`src/rtl/io_uart.sv`:
```
// io_uart: memory-mapped UART on the core's 8-bit I/O bus.
// 4-entry TX FIFO feeding a serialiser, single-entry RX buffer behind a
// 2-flop synchronised deserialiser, programmable baud divisor (bit = DIV+1 clocks).
module io_uart #(
    parameter logic [7:0]  BASE      = 8'h10,
    parameter logic [15:0] DIV_RESET = 16'd867,
    parameter int unsigned TXQ_DEPTH = 4
) (
    input  logic        clk,
    input  logic        resetb,
    input  logic [7:0]  io_addr,
    input  logic        io_en,
    input  logic        io_we,
    input  logic [31:0] io_data_write,
    output logic [31:0] io_data_read,
    output logic        sel,
    output logic        uart_tx,
    input  logic        uart_rx
);
    localparam int unsigned AW = $clog2(TXQ_DEPTH);
    localparam logic [AW:0] QCNT_FULL = (AW+1)'(TXQ_DEPTH);

    typedef enum logic [1:0] {StIdle, StStart, StData, StStop} state_e;

    // Bus decode
    logic [1:0]  w_off;
    logic        w_rd, w_wr, w_wr_data, w_wr_div, w_rd_data, w_rd_status;
    logic        w_unused_bus;

    assign sel         = io_en && (io_addr[7:4] == BASE[7:4]);
    assign w_off       = io_addr[3:2];
    assign w_rd        = sel && !io_we;
    assign w_wr        = sel && io_we;
    assign w_wr_data   = w_wr && (w_off == 2'd0);
    assign w_wr_div    = w_wr && (w_off == 2'd2);
    assign w_rd_data   = w_rd && (w_off == 2'd0);
    assign w_rd_status = w_rd && (w_off == 2'd1);
    assign w_unused_bus = ^{io_data_write[31:16], io_addr[1:0]};

    // Registers
    logic [15:0]   r_div;
    logic [7:0]    r_txq [TXQ_DEPTH];
    logic [AW-1:0] r_wptr, r_rptr;
    logic [AW:0]   r_count;
    logic [7:0]    r_rx_byte;
    logic          r_rx_valid, r_rx_overrun;

    logic w_full, w_empty, w_push, w_pop, w_tx_busy, w_rx_done;

    assign w_full  = (r_count == QCNT_FULL);
    assign w_empty = (r_count == '0);
    // A write while full still lands if the serialiser pops in the same cycle.
    assign w_push  = w_wr_data && (!w_full || w_pop);

    // TX state
    state_e      r_tx_state, w_tx_state_d;
    logic [15:0] r_tx_cnt, w_tx_cnt_d;
    logic [2:0]  r_tx_bit, w_tx_bit_d;
    logic [7:0]  r_tx_shift, w_tx_shift_d;
    logic        r_tx_line, w_tx_line_d;

    // RX state
    state_e      r_rx_state, w_rx_state_d;
    logic [15:0] r_rx_cnt, w_rx_cnt_d;
    logic [2:0]  r_rx_bit, w_rx_bit_d;
    logic [7:0]  r_rx_shift, w_rx_shift_d;
    logic        r_rx_s1, r_rx_s2, r_rx_prev;
    logic [15:0] w_rx_half;

    assign w_tx_busy = (r_tx_state != StIdle);
    assign uart_tx   = r_tx_line;
    assign w_rx_half = 16'((17'(r_div) + 17'd1) >> 1);

    // Divisor, FIFO pointers/count and RX buffer flags
    always_ff @(posedge clk) begin
        if (!resetb) begin
            r_div        <= DIV_RESET;
            r_wptr       <= '0;
            r_rptr       <= '0;
            r_count      <= '0;
            r_rx_byte    <= '0;
            r_rx_valid   <= 1'b0;
            r_rx_overrun <= 1'b0;
        end else begin
            if (w_wr_div) r_div <= io_data_write[15:0];
            if (w_push) r_wptr <= r_wptr + 1'b1;
            if (w_pop) r_rptr <= r_rptr + 1'b1;
            case ({w_push, w_pop})
                2'b10:   r_count <= r_count + 1'b1;
                2'b01:   r_count <= r_count - 1'b1;
                default: r_count <= r_count;
            endcase
            // A completing frame wins over a DATA read clearing rx_valid.
            if (w_rx_done) begin
                r_rx_byte  <= r_rx_shift;
                r_rx_valid <= 1'b1;
            end else if (w_rd_data) begin
                r_rx_valid <= 1'b0;
            end
            if (w_rx_done && r_rx_valid && !w_rd_data) begin
                r_rx_overrun <= 1'b1;
            end else if (w_rd_status) begin
                r_rx_overrun <= 1'b0;
            end
        end
    end

    // FIFO storage; contents are don't-care while the pointers say empty
    always_ff @(posedge clk) begin
        if (w_push) r_txq[r_wptr] <= io_data_write[7:0];
    end

    // TX and RX state registers plus the input synchroniser
    always_ff @(posedge clk) begin
        if (!resetb) begin
            r_tx_state <= StIdle;
            r_tx_cnt   <= '0;
            r_tx_bit   <= '0;
            r_tx_shift <= '0;
            r_tx_line  <= 1'b1;
            r_rx_state <= StIdle;
            r_rx_cnt   <= '0;
            r_rx_bit   <= '0;
            r_rx_shift <= '0;
            r_rx_s1    <= 1'b1;
            r_rx_s2    <= 1'b1;
            r_rx_prev  <= 1'b1;
        end else begin
            r_tx_state <= w_tx_state_d;
            r_tx_cnt   <= w_tx_cnt_d;
            r_tx_bit   <= w_tx_bit_d;
            r_tx_shift <= w_tx_shift_d;
            r_tx_line  <= w_tx_line_d;
            r_rx_state <= w_rx_state_d;
            r_rx_cnt   <= w_rx_cnt_d;
            r_rx_bit   <= w_rx_bit_d;
            r_rx_shift <= w_rx_shift_d;
            r_rx_s1    <= uart_rx;
            r_rx_s2    <= r_rx_s1;
            r_rx_prev  <= r_rx_s2;
        end
    end

    // TX next state; the baud counter reloads from r_div so divisor writes hit the next bit
    always_comb begin
        w_tx_state_d = r_tx_state;
        w_tx_cnt_d   = r_tx_cnt;
        w_tx_bit_d   = r_tx_bit;
        w_tx_shift_d = r_tx_shift;
        w_pop        = 1'b0;
        case (r_tx_state)
            StIdle: begin
                if (!w_empty) begin
                    w_pop        = 1'b1;
                    w_tx_shift_d = r_txq[r_rptr];
                    w_tx_cnt_d   = r_div;
                    w_tx_state_d = StStart;
                end
            end
            StStart: begin
                if (r_tx_cnt == '0) begin
                    w_tx_cnt_d   = r_div;
                    w_tx_bit_d   = '0;
                    w_tx_state_d = StData;
                end else begin
                    w_tx_cnt_d = r_tx_cnt - 16'd1;
                end
            end
            StData: begin
                if (r_tx_cnt == '0) begin
                    w_tx_cnt_d   = r_div;
                    w_tx_shift_d = {1'b0, r_tx_shift[7:1]};
                    if (r_tx_bit == 3'd7) w_tx_state_d = StStop;
                    else w_tx_bit_d = r_tx_bit + 3'd1;
                end else begin
                    w_tx_cnt_d = r_tx_cnt - 16'd1;
                end
            end
            StStop: begin
                if (r_tx_cnt == '0) begin
                    // Chain straight into the next start bit so queued frames have no gap.
                    if (!w_empty) begin
                        w_pop        = 1'b1;
                        w_tx_shift_d = r_txq[r_rptr];
                        w_tx_cnt_d   = r_div;
                        w_tx_state_d = StStart;
                    end else begin
                        w_tx_state_d = StIdle;
                    end
                end else begin
                    w_tx_cnt_d = r_tx_cnt - 16'd1;
                end
            end
            default: w_tx_state_d = StIdle;
        endcase
        case (w_tx_state_d)
            StStart: w_tx_line_d = 1'b0;
            StData:  w_tx_line_d = w_tx_shift_d[0];
            default: w_tx_line_d = 1'b1;
        endcase
    end

    // RX next state; every sample is taken when the counter hits zero
    always_comb begin
        w_rx_state_d = r_rx_state;
        w_rx_cnt_d   = r_rx_cnt;
        w_rx_bit_d   = r_rx_bit;
        w_rx_shift_d = r_rx_shift;
        w_rx_done    = 1'b0;
        case (r_rx_state)
            StIdle: begin
                if (r_rx_prev && !r_rx_s2) begin
                    w_rx_cnt_d   = w_rx_half;
                    w_rx_state_d = StStart;
                end
            end
            StStart: begin
                if (r_rx_cnt == '0) begin
                    if (r_rx_s2) begin
                        w_rx_state_d = StIdle;
                    end else begin
                        w_rx_cnt_d   = r_div;
                        w_rx_bit_d   = '0;
                        w_rx_state_d = StData;
                    end
                end else begin
                    w_rx_cnt_d = r_rx_cnt - 16'd1;
                end
            end
            StData: begin
                if (r_rx_cnt == '0) begin
                    w_rx_cnt_d   = r_div;
                    w_rx_shift_d = {r_rx_s2, r_rx_shift[7:1]};
                    if (r_rx_bit == 3'd7) w_rx_state_d = StStop;
                    else w_rx_bit_d = r_rx_bit + 3'd1;
                end else begin
                    w_rx_cnt_d = r_rx_cnt - 16'd1;
                end
            end
            StStop: begin
                if (r_rx_cnt == '0) begin
                    // Low stop bit is a framing error: drop the byte silently.
                    w_rx_done    = r_rx_s2;
                    w_rx_state_d = StIdle;
                end else begin
                    w_rx_cnt_d = r_rx_cnt - 16'd1;
                end
            end
            default: w_rx_state_d = StIdle;
        endcase
    end

    // Zero-wait-state read mux
    always_comb begin
        io_data_read = '0;
        if (w_rd) begin
            case (w_off)
                2'd0:    io_data_read = {24'b0, r_rx_byte};
                2'd1:    io_data_read = {27'b0, r_rx_overrun, r_rx_valid, w_tx_busy,
                                         w_empty, w_full};
                2'd2:    io_data_read = {16'b0, r_div};
                default: io_data_read = '0;
            endcase
        end
    end

endmodule

```
`config.mk`:
```
export PLATFORM = sky130hd
export DESIGN_NAME = io_uart
export DESIGN_NICKNAME = d
export VERILOG_FILES = /design/src/rtl/io_uart.sv
export SDC_FILE = /design/constraint.sdc
export NUM_CORES = 1
export LEC_CHECK = 0
export ABC_AREA = 1
export ABC_CLOCK_PERIOD_IN_PS = 5600
export CORE_UTILIZATION = 41
export DETAILED_ROUTE_END_ITERATION = 7
export PLACE_DENSITY_LB_ADDON = 0.12
export SYNTH_ARGS = -nofsm -noshare
export SYNTH_HDL_FRONTEND = slang
export SYNTH_SLANG_ARGS = --single-unit
```
`constraint.sdc`:
```
create_clock -name clk -period 5.6 [get_ports clk]
set_input_delay 0.56 -clock clk [delete_from_list [all_inputs] [get_ports clk]]
set_output_delay 0.56 -clock clk [all_outputs]
set_load 0.01 [all_outputs]
```
==> results of run 1 <==
flip-flops by register name (all words and copies together), names as in the netlist, 2 cells and up, named ones only:
register / flops
r_div: 16
r_rptr: 2
r_wptr: 2
r_tx_state: 2
r_tx_shift: 8
r_rx_byte: 8
r_rx_shift: 8
r_rx_cnt: 16
r_rx_bit: 3
r_count: 3
r_tx_cnt: 16
r_txq: 32
r_tx_bit: 3
layout by cell type, fill, tap and decap left out, drive strengths merged, types with 2 or more instances in the layout:
cell,Yosys,final
nand2,196,196
nor2,141,141
inv,112,120
o21ai,107,107
a21oi,104,104
dfxtp,97,97
nand3,51,51
clkdlybuf4s50,0,44
edfxtp,32,32
o211ai,25,25
ha,22,22
o22ai,21,21
xor2,21,21
clkbuf,19,20
conb,1,16
nor3,12,12
nand4,10,10
clkinv,6,7
a211oi,7,7
buf,31,4
nor4,3,3
or2,3,3
xnor2,3,3
o21a,2,2
bufinv,0,2
per-stage QoR:
stage               utilization  hold WS [ns]  setup slack, ns
finish                    0.481         0.411             2.12
global route              0.481         0.423             2.01
CTS                       0.481         0.416             2.08
detailed placement        0.448         0.400             2.09
global placement          0.448         0.399             2.12
floorplan                     -         0.393             3.50
cell type report:
| cell class | instances | share of cell area |
|---|---|---|
| clock inverter | 12 | 0.0166 |
| timing repair buffer | 48 | 0.0543 |
| clock buffer | 20 | 0.0527 |
| inverter | 118 | 0.0514 |
| sequential | 129 | 0.335 |
| multi-input combinational | 750 | 0.457 |
| tap | 229 | 0.0331 |
worst reg2reg max path: stages, from the launching register on:
cell and delay (ns):
dfxtp_1 0.33, inv_1 0.15, ha_1 0.67, clkinv_1 0.71, nor4_1 0.42, a21oi_1 0.14, a21oi_1 0.16
cell families (layout without fill, tap and decap cells):
kind of cell / Yosys count / after routing / share of synthesized area
and+or+nand+nor: 417 / 417 / 0.246
DFF: 129 / 129 / 0.384
adders and majority gates: 23 / 23 / 0.0391
other: 1 / 16 / 0.000497
AOI/OAI and AO/OA: 270 / 270 / 0.204
xor gates and xnor gates: 24 / 24 / 0.0278
buffers and inverters: 168 / 198 / 0.0981
per-layer routing:
layer / global-route usage / routed length, um
met5: 0 / 0
met4: 0.0713 / 294
met3: 0.0383 / 900
met2: 0.364 / 9290
met1: 0.324 / 10300
power by group:
part | switching, mW | internal [mW] | leakage, nW
Combinational | 1.14 | 0.584 | 2.05
Sequential | 0.139 | 1.08 | 1.08
Clock | 0.453 | 0.690 | 0.295
final timing paths:
check	from	endpoint	slack, ns
min reg2reg	r_rx_s1	r_rx_s2	0.41
min	r_rx_s1	r_rx_s2	0.41
max	io_addr[7]	io_data_read[7]	2.12
max reg2reg	r_rx_state[0]	r_rx_cnt[15]	2.95
==> impl_metrics.ini, run 1 <==
[status]
run_status = complete, no violations

[logic_synthesis]
synth-edff-count = 32
netlist_cell_types = 45
post_synth_instance_area_mm2 = 0.00755
synth_async_reset_ratio = 0
netlist.top_cell.by_area = dfxtp_1
yosys_warnings = 0
postSynthAreaPerCell_um2 = 7.32
synth_common_cells = nand2_1, nor2_1, inv_1
synth_area_leaders = dfxtp_1, edfxtp_1, nand2_1
netlist_instances = 1032
synth_ff_type = dfxtp_1
ys_ff_latch = 129
synth.yosys.seq_area_share = 0.384
yosysMostFrequentCell = nand2_1
synth.top_cell.area_share = 0.257

[global_routing]
grt_first_pass_wirelength_um = 33400
track_usage = 0.232
grt_overflow_total = 0
first_global_vias = 6378
grt_max_degree = 54
grt_antenna_before_repair = 0

[floorplanning]
design.die.area_mm2 = 0.0190
initial_core_util = 0.419
boundaryPins = 79
core-area_mm2 = 0.0180
std_cell_rows = 49
die-height_um = 138
die_x_um = 138

[clock_tree]
clkTransAtPathRegs_ns = 0.06
clock_path_buffers = 2
cts.repair.resized = 0
numClockSinks = 129
postCtsSetupBuffers = 0
ctsRootBufferMaster = clkbuf_16
htreeDepth = 4
worstSkewPairLatency_ns = 0.43
cts_made_buffers = 17
cts_hold_buffers = 0
clock_tree_from_tritoncts = yes

[placed_design]
final_wtd_congestion = 0.866
place.detailed.instances = 1274
placed_area_mm2 = 0.00807
hpwlAfterDp_um = 14600
numPortBuffers = 44

[detailed_routing]
detail_route.wirelength_um = 20800
drtPass1Iterations = 6
antenna_left = 0
initialDrtViolationCount = 571
drc = 0
drt-wirelength-per-cell_um = 15.9
route.detailed.vias_per_inst = 5.30
vias = 6921

[layout]
area.growth.synth_to_final_pct = 14.8
count_of_fill_cells_added_during_filler_insertion = 1833
layout-drive-gt1-share = 0.0836
fin_nets = 1132
number_of_standard_cells_in_the_final_layout_excluding_fillers = 1306
final_area_mm2 = 0.00867
multi_input_area_mm2 = 0.00396
seq_cell_area_mm2 = 0.00290
antenna_cells_inserted = 0

[timing]
drv_slew = 0
tightest_slew_ns = 0.890
setup_total_neg_slack_ns = 0
grt_setup_unrepaired = no
clock.fmax_mhz = 287
slew_headroom = 0.404
setup_violations = 0
hold_viol = 0
final.setup_skew_ns = 0.0106
finalWorstPathRequiredPeriod_ns = 3.48
finalCritPeriodShare = 0.621

[worst_setup_path]
worstPathArrival_ns = 2.92
crit_path_max_fanout = 11
worst-r2r-cell-count = 6
cp_cell_sequence = clkdlybuf4s50_1 -> nor2_1 -> nand2_1 -> nor2_2 -> inv_1 -> nor2_1 -> nand2_1 -> o22ai_1 -> clkdlybuf4s50_1
worst_ep_required_time_ns = 5.04
critical_path_buf_inv_count = 3
slowest_stage = clkdlybuf4s50_1
top_cell_family_by_delay_on_the_critical_path = buffers and inverters
setup.worst_path.start_class = input port
worstSetupPathDepth = 9
crit_path_end_kind = primary output
worst-setup-path-type = in -> out
critical_path.max_stage_delay_ns = 0.59

[power]
power.leakage_nw = 3.42
vdd_drop_max_mv = 0.260
post-layout-total-power_mw = 4.09
p_per_area_mw_per_mm2 = 471

[min_path]
min_delay_path_class = reg -> reg
hold_path_depth = 1

[flow_run]
maxCapViolations = 0
Note: power is estimated with default switching activity, not from simulation.
==> run 2: changes to the inputs <==
--- a/config.mk
+++ b/config.mk
@@ -6,7 +6,7 @@
 export NUM_CORES = 1
 export LEC_CHECK = 0
 export ABC_AREA = 1
-export ABC_CLOCK_PERIOD_IN_PS = 5600
+export ABC_CLOCK_PERIOD_IN_PS = 3500
 export CORE_UTILIZATION = 41
 export DETAILED_ROUTE_END_ITERATION = 7
 export PLACE_DENSITY_LB_ADDON = 0.12
==> constraint.sdc (replaced) <==
create_clock -name clk -period 3.5 [get_ports clk]
set_input_delay 0.35 -clock clk [delete_from_list [all_inputs] [get_ports clk]]
set_output_delay 0.35 -clock clk [all_outputs]
set_load 0.01 [all_outputs]
==> run 2 against run 1 <==
Critical endpoint is now io_data_read[5]. Via count shrank 1.1%. Setup slack lost 1.5 ns. Critical path depth is the same. Clock power grew 52%. Power grew 58%. Die area is the same. Routed wire length grew 0.64%.
==> impl_metrics.ini, run 2 (synthesized netlist as in run 1, its figures left out) <==
[power]
part_of_the_total_power_dissipated_in_combinational_logic = 0.429
vdd_drop_max_mv = 0.393
p_per_area_mw_per_mm2 = 743
power.switching_fraction = 0.430
power_frac_seq = 0.302
part_of_the_total_power_dissipated_in_the_clock_network = 0.269
internal-power_mw = 3.68
net_load_switching_power_mw = 2.78
power.leakage_nw = 3.45

[detailed_routing]
detail_route.wirelength_um = 20900
initialDrtViolationCount = 562
drt-wirelength-per-cell_um = 15.9
vias = 6842
antenna_left = 0
route.detailed.vias_per_inst = 5.21
drc = 0
drtPass1Iterations = 5

[worst_setup_path]
crit_path_end_kind = primary output
slowest_stage = clkdlybuf4s50_1
top_cell_family_by_delay_on_the_critical_path = buffers and inverters
critical_path.max_stage_delay_ns = 0.57
worst-setup-path-type = in -> out
cp_cell_sequence = clkdlybuf4s50_1 -> nor2_1 -> nand2_1 -> nor2_2 -> inv_1 -> nor2_1 -> nand2_1 -> o22ai_1 -> clkdlybuf4s50_1
critical_path_buf_inv_count = 3
worstPathArrival_ns = 2.57
worst_ep_required_time_ns = 3.15
setup.worst_path.start_class = input port
crit_path_max_fanout = 11

[clock_tree]
clock_tree_from_tritoncts = yes
cts_hold_buffers = 0
numClockSinks = 129
postCtsSetupBuffers = 0
cts_made_buffers = 17
clkTransAtPathRegs_ns = 0.06
worstSkewPairLatency_ns = 0.43
ctsRootBufferMaster = clkbuf_16
htreeDepth = 4
clock_path_buffers = 2
cts.repair.resized = 0

[timing]
tightest_slew_ns = 0.670
clock.fmax_mhz = 343
hold_viol = 0
finalCritPeriodShare = 0.834
slew_headroom = 0.553
drv_slew = 0
final.setup_skew_ns = 0.00822
setup_violations = 0
fin_worst_hold_slack_ns = 0.412
finalWorstPathRequiredPeriod_ns = 2.92
setup_total_neg_slack_ns = 0
grt_setup_unrepaired = no

[layout]
area.growth.synth_to_final_pct = 15.0
number_of_standard_cells_in_the_final_layout_excluding_fillers = 1313
antenna_cells_inserted = 0
layout-drive-gt1-share = 0.0904
final_area_mm2 = 0.00869
max_flop_register = r_txq
layout.cells.most_common_list = nand2_1, nor2_1, inv_1
leading_cell_type_in_the_layout_fill_and_taps_excluded = nand2_1
fin_nets = 1139
largest_register_ffs = 32

[placed_design]
final_wtd_congestion = 0.864
placed_area_mm2 = 0.00812
hpwlAfterDp_um = 14700
numPortBuffers = 44
place.detailed.instances = 1281

[global_routing]
first_global_vias = 6216
track_usage = 0.233
grt_antenna_before_repair = 0
grt_overflow_total = 0
grt_max_degree = 54
grt_first_pass_wirelength_um = 33500

[floorplanning]
die_x_um = 138
die-height_um = 138
initial_core_util = 0.419
boundaryPins = 79
design.die.area_mm2 = 0.0190
core-area_mm2 = 0.0180
std_cell_rows = 49

[flow_run]
maxCapViolations = 0

[min_path]
min_delay_path_class = reg -> reg

[status]
run_status = complete, no violations
[run 2: cell count changes in the layout (fill, tap and decap cells not counted)]
cell and change:
buf_4 +7, bufinv_16 -1, clkinv_2 +1, clkbuf_1 -1
clkbuf_4 +1, inv_6 -2, clkbuf_8 -2, clkbuf_2 +1
clkinv_4 +3
[run 2: worst register-to-register path, cell delays in order, from the launching register on]
cell	delay, ns
dfxtp_1	0.30
inv_1	0.13
ha_1	0.29
nand2_4	0.10
nor2_1	0.25
nand4_1	0.24
nand2_1	0.14
nand3_1	0.12
fa_1	0.42
inv_1	0.07
nand4_1	0.11
a21oi_1	0.15
nor2_1	0.05
[run 2: path summary, 6_finish.rpt]
kind / endpoint / cells after the start / from / slack, ns
worst max-delay path: io_data_read[5] / 9 / io_addr[7] / 0.58
worst min-delay path: r_rx_s2 / 1 / r_rx_s1 / 0.41
worst max register to register: r_count[2] / 12 / r_tx_cnt[0] / 1.03
worst min register to register: r_rx_s2 / 1 / r_rx_s1 / 0.41
[run 2: final cells by class]
cell class,count,area [um2]
clock inverter,13,128
sequential,129,2900
clock buffer,19,438
fill,1881,9340
timing repair buffer,55,523
tap,229,287
inverter,118,445
multi-input combinational,750,3960
[run 2: per-stage QoR]
step,power [mW],setup WS (ns),util
after CTS,6.47,0.546,0.482
after detailed placement,4.73,0.556,0.451
after global placement,4.72,0.521,0.451
after floorplan,4.14,1.44,-
after global routing,6.95,0.387,0.482
final,6.45,0.581,0.482
[run 2: power by group through the flow]
stage | Sequential (mW) | Combinational, mW | Clock (mW)
floorplan | 1.91 | 2.23 | 0
global placement | 1.98 | 2.74 | 0
detailed placement | 1.98 | 2.75 | 0
CTS | 1.95 | 2.77 | 1.76
global route | 1.99 | 3.14 | 1.83
finish | 1.95 | 2.77 | 1.73
[run 2: layer usage]
layer | GRT usage | share of wire | up-vias
met3 | 0.0442 | 0.047 | 25
met2 | 0.356 | 0.44 | 162
met4 | 0.0616 | 0.013 | 0
met1 | 0.334 | 0.50 | 3158
met5 | 0 | 0 | -
li1 | - | - | 3497
==> patch: new RTL, flow settings as in run 2 <==
`TXQ_DEPTH`: 4 -> 8.
--- a/src/rtl/io_uart.sv
+++ b/src/rtl/io_uart.sv
@@ -6,3 +6,3 @@
     parameter logic [15:0] DIV_RESET = 16'd867,
-    parameter int unsigned TXQ_DEPTH = 4
+    parameter int unsigned TXQ_DEPTH = 8
 ) (
Behaviour: no difference found for any inputs over 4 cycles, from zero or initial values and one cycle with resetb low; that may be too few to reach the edited logic, so the function may still have changed.
==> patch against run 2 <==
  * Largest power group unchanged
  * Combinational power increased by 45%
  * Wire length increased by 9.2%
  * Design area increased by 19%
  * Area after synthesis increased by 20%
  * Total power increased by 29%
  * Setup slack improved by 100 ps
  * Sequential cell count increased by 36
  * Clock skew increased by 4.3 ps
  * Critical path type unchanged
==> patch: results (changes against run 2) <==
[routing]
wl_met1_um=11300  ; +7.4%
wl_met3_um=826  ; -16%
wl_met2_um=10500  ; +15%
wl_per_cell_um=15.4  ; -3.1%
num_vias=7656  ; +12%

[grt]
grt_pass1_vias=7110  ; +14%
grt_use_met1_pct=29.0  ; -4.4 points
grtUsageMet3_pct=3.52  ; -0.89 points
grt_pass1_wl_um=37100  ; +11%
grt_usage_pct=21.1  ; -2.2 points
grt_max_degree=57  ; +5.6%

[worst_setup_path]
r2r_start=r_tx_state[1]
cp_max_fo=5  ; -6
cp.arrival_ps=2470  ; -100 ps
reg2reg_setup_slack_ps=750  ; -280 ps
r2r_end=r_count[3]
r2r_cells=15  ; +3

[placement]
detailed_place_hpwl_um=15800  ; +7.6%
gp_congestion=0.866  ; +0.24%
place_ws_ps=608  ; +52.1 ps

[outcome]
status=finished clean

[cells_and_area]
finalNetCount=1254  ; +10%
n_all_buffers=60  ; +9.1%
fill_cells=2173  ; +16%
seq_area_um2=3940  ; +36%
clock_area_share_pct=5.57  ; -0.94 points
largest_reg_flops=64  ; +100%
bufAreaShareNonClock_pct=5.39  ; -0.63 points

[sta]
finalClockSkew_ps=12.5  ; +4.29 ps

[pwr]
peakVddDrop_uv=323  ; -18%

[logic_synthesis]
synthTopCellsByArea=dfxtp_1 (22%), edfxtp_1 (21%), nand2_1 (9.3%)
synth_edf_count=64  ; +100%

-- patch: per-stage QoR --
step	cell area [µm²]	power, mW	util, %	hold WS [ps]
6_report	10300	8.33	47.4	424
5_1_grt	10300	9.00	47.4	447
4_1_cts	10300	8.38	47.4	424
3_5_place_dp	9730	6.49	44.7	416
3_3_place_gp	9730	6.47	44.7	396
2_1_floorplan	9150	5.66	-	393
-- patch: power breakdown --
group / leakage [nW] / switching, mW / internal [mW]
logic: 2.43 / 2.71 / 1.32
registers: 1.40 / 0.206 / 2.23
clock network: 0.283 / 0.907 / 0.953
total: 4.11 / 3.82 / 4.51
-- patch: worst max-delay path by stage --
stage | to | slack [ps] | cells past startpoint
2_1_floorplan | r_count[3] | 1090 | 19
3_3_place_gp | r_count[3] | 610 | 15
3_5_place_dp | r_count[3] | 610 | 17
4_1_cts | io_data_read[6] | 640 | 9
5_1_grt | io_data_read[6] | 460 | 9
6_report | io_data_read[7] | 680 | 9
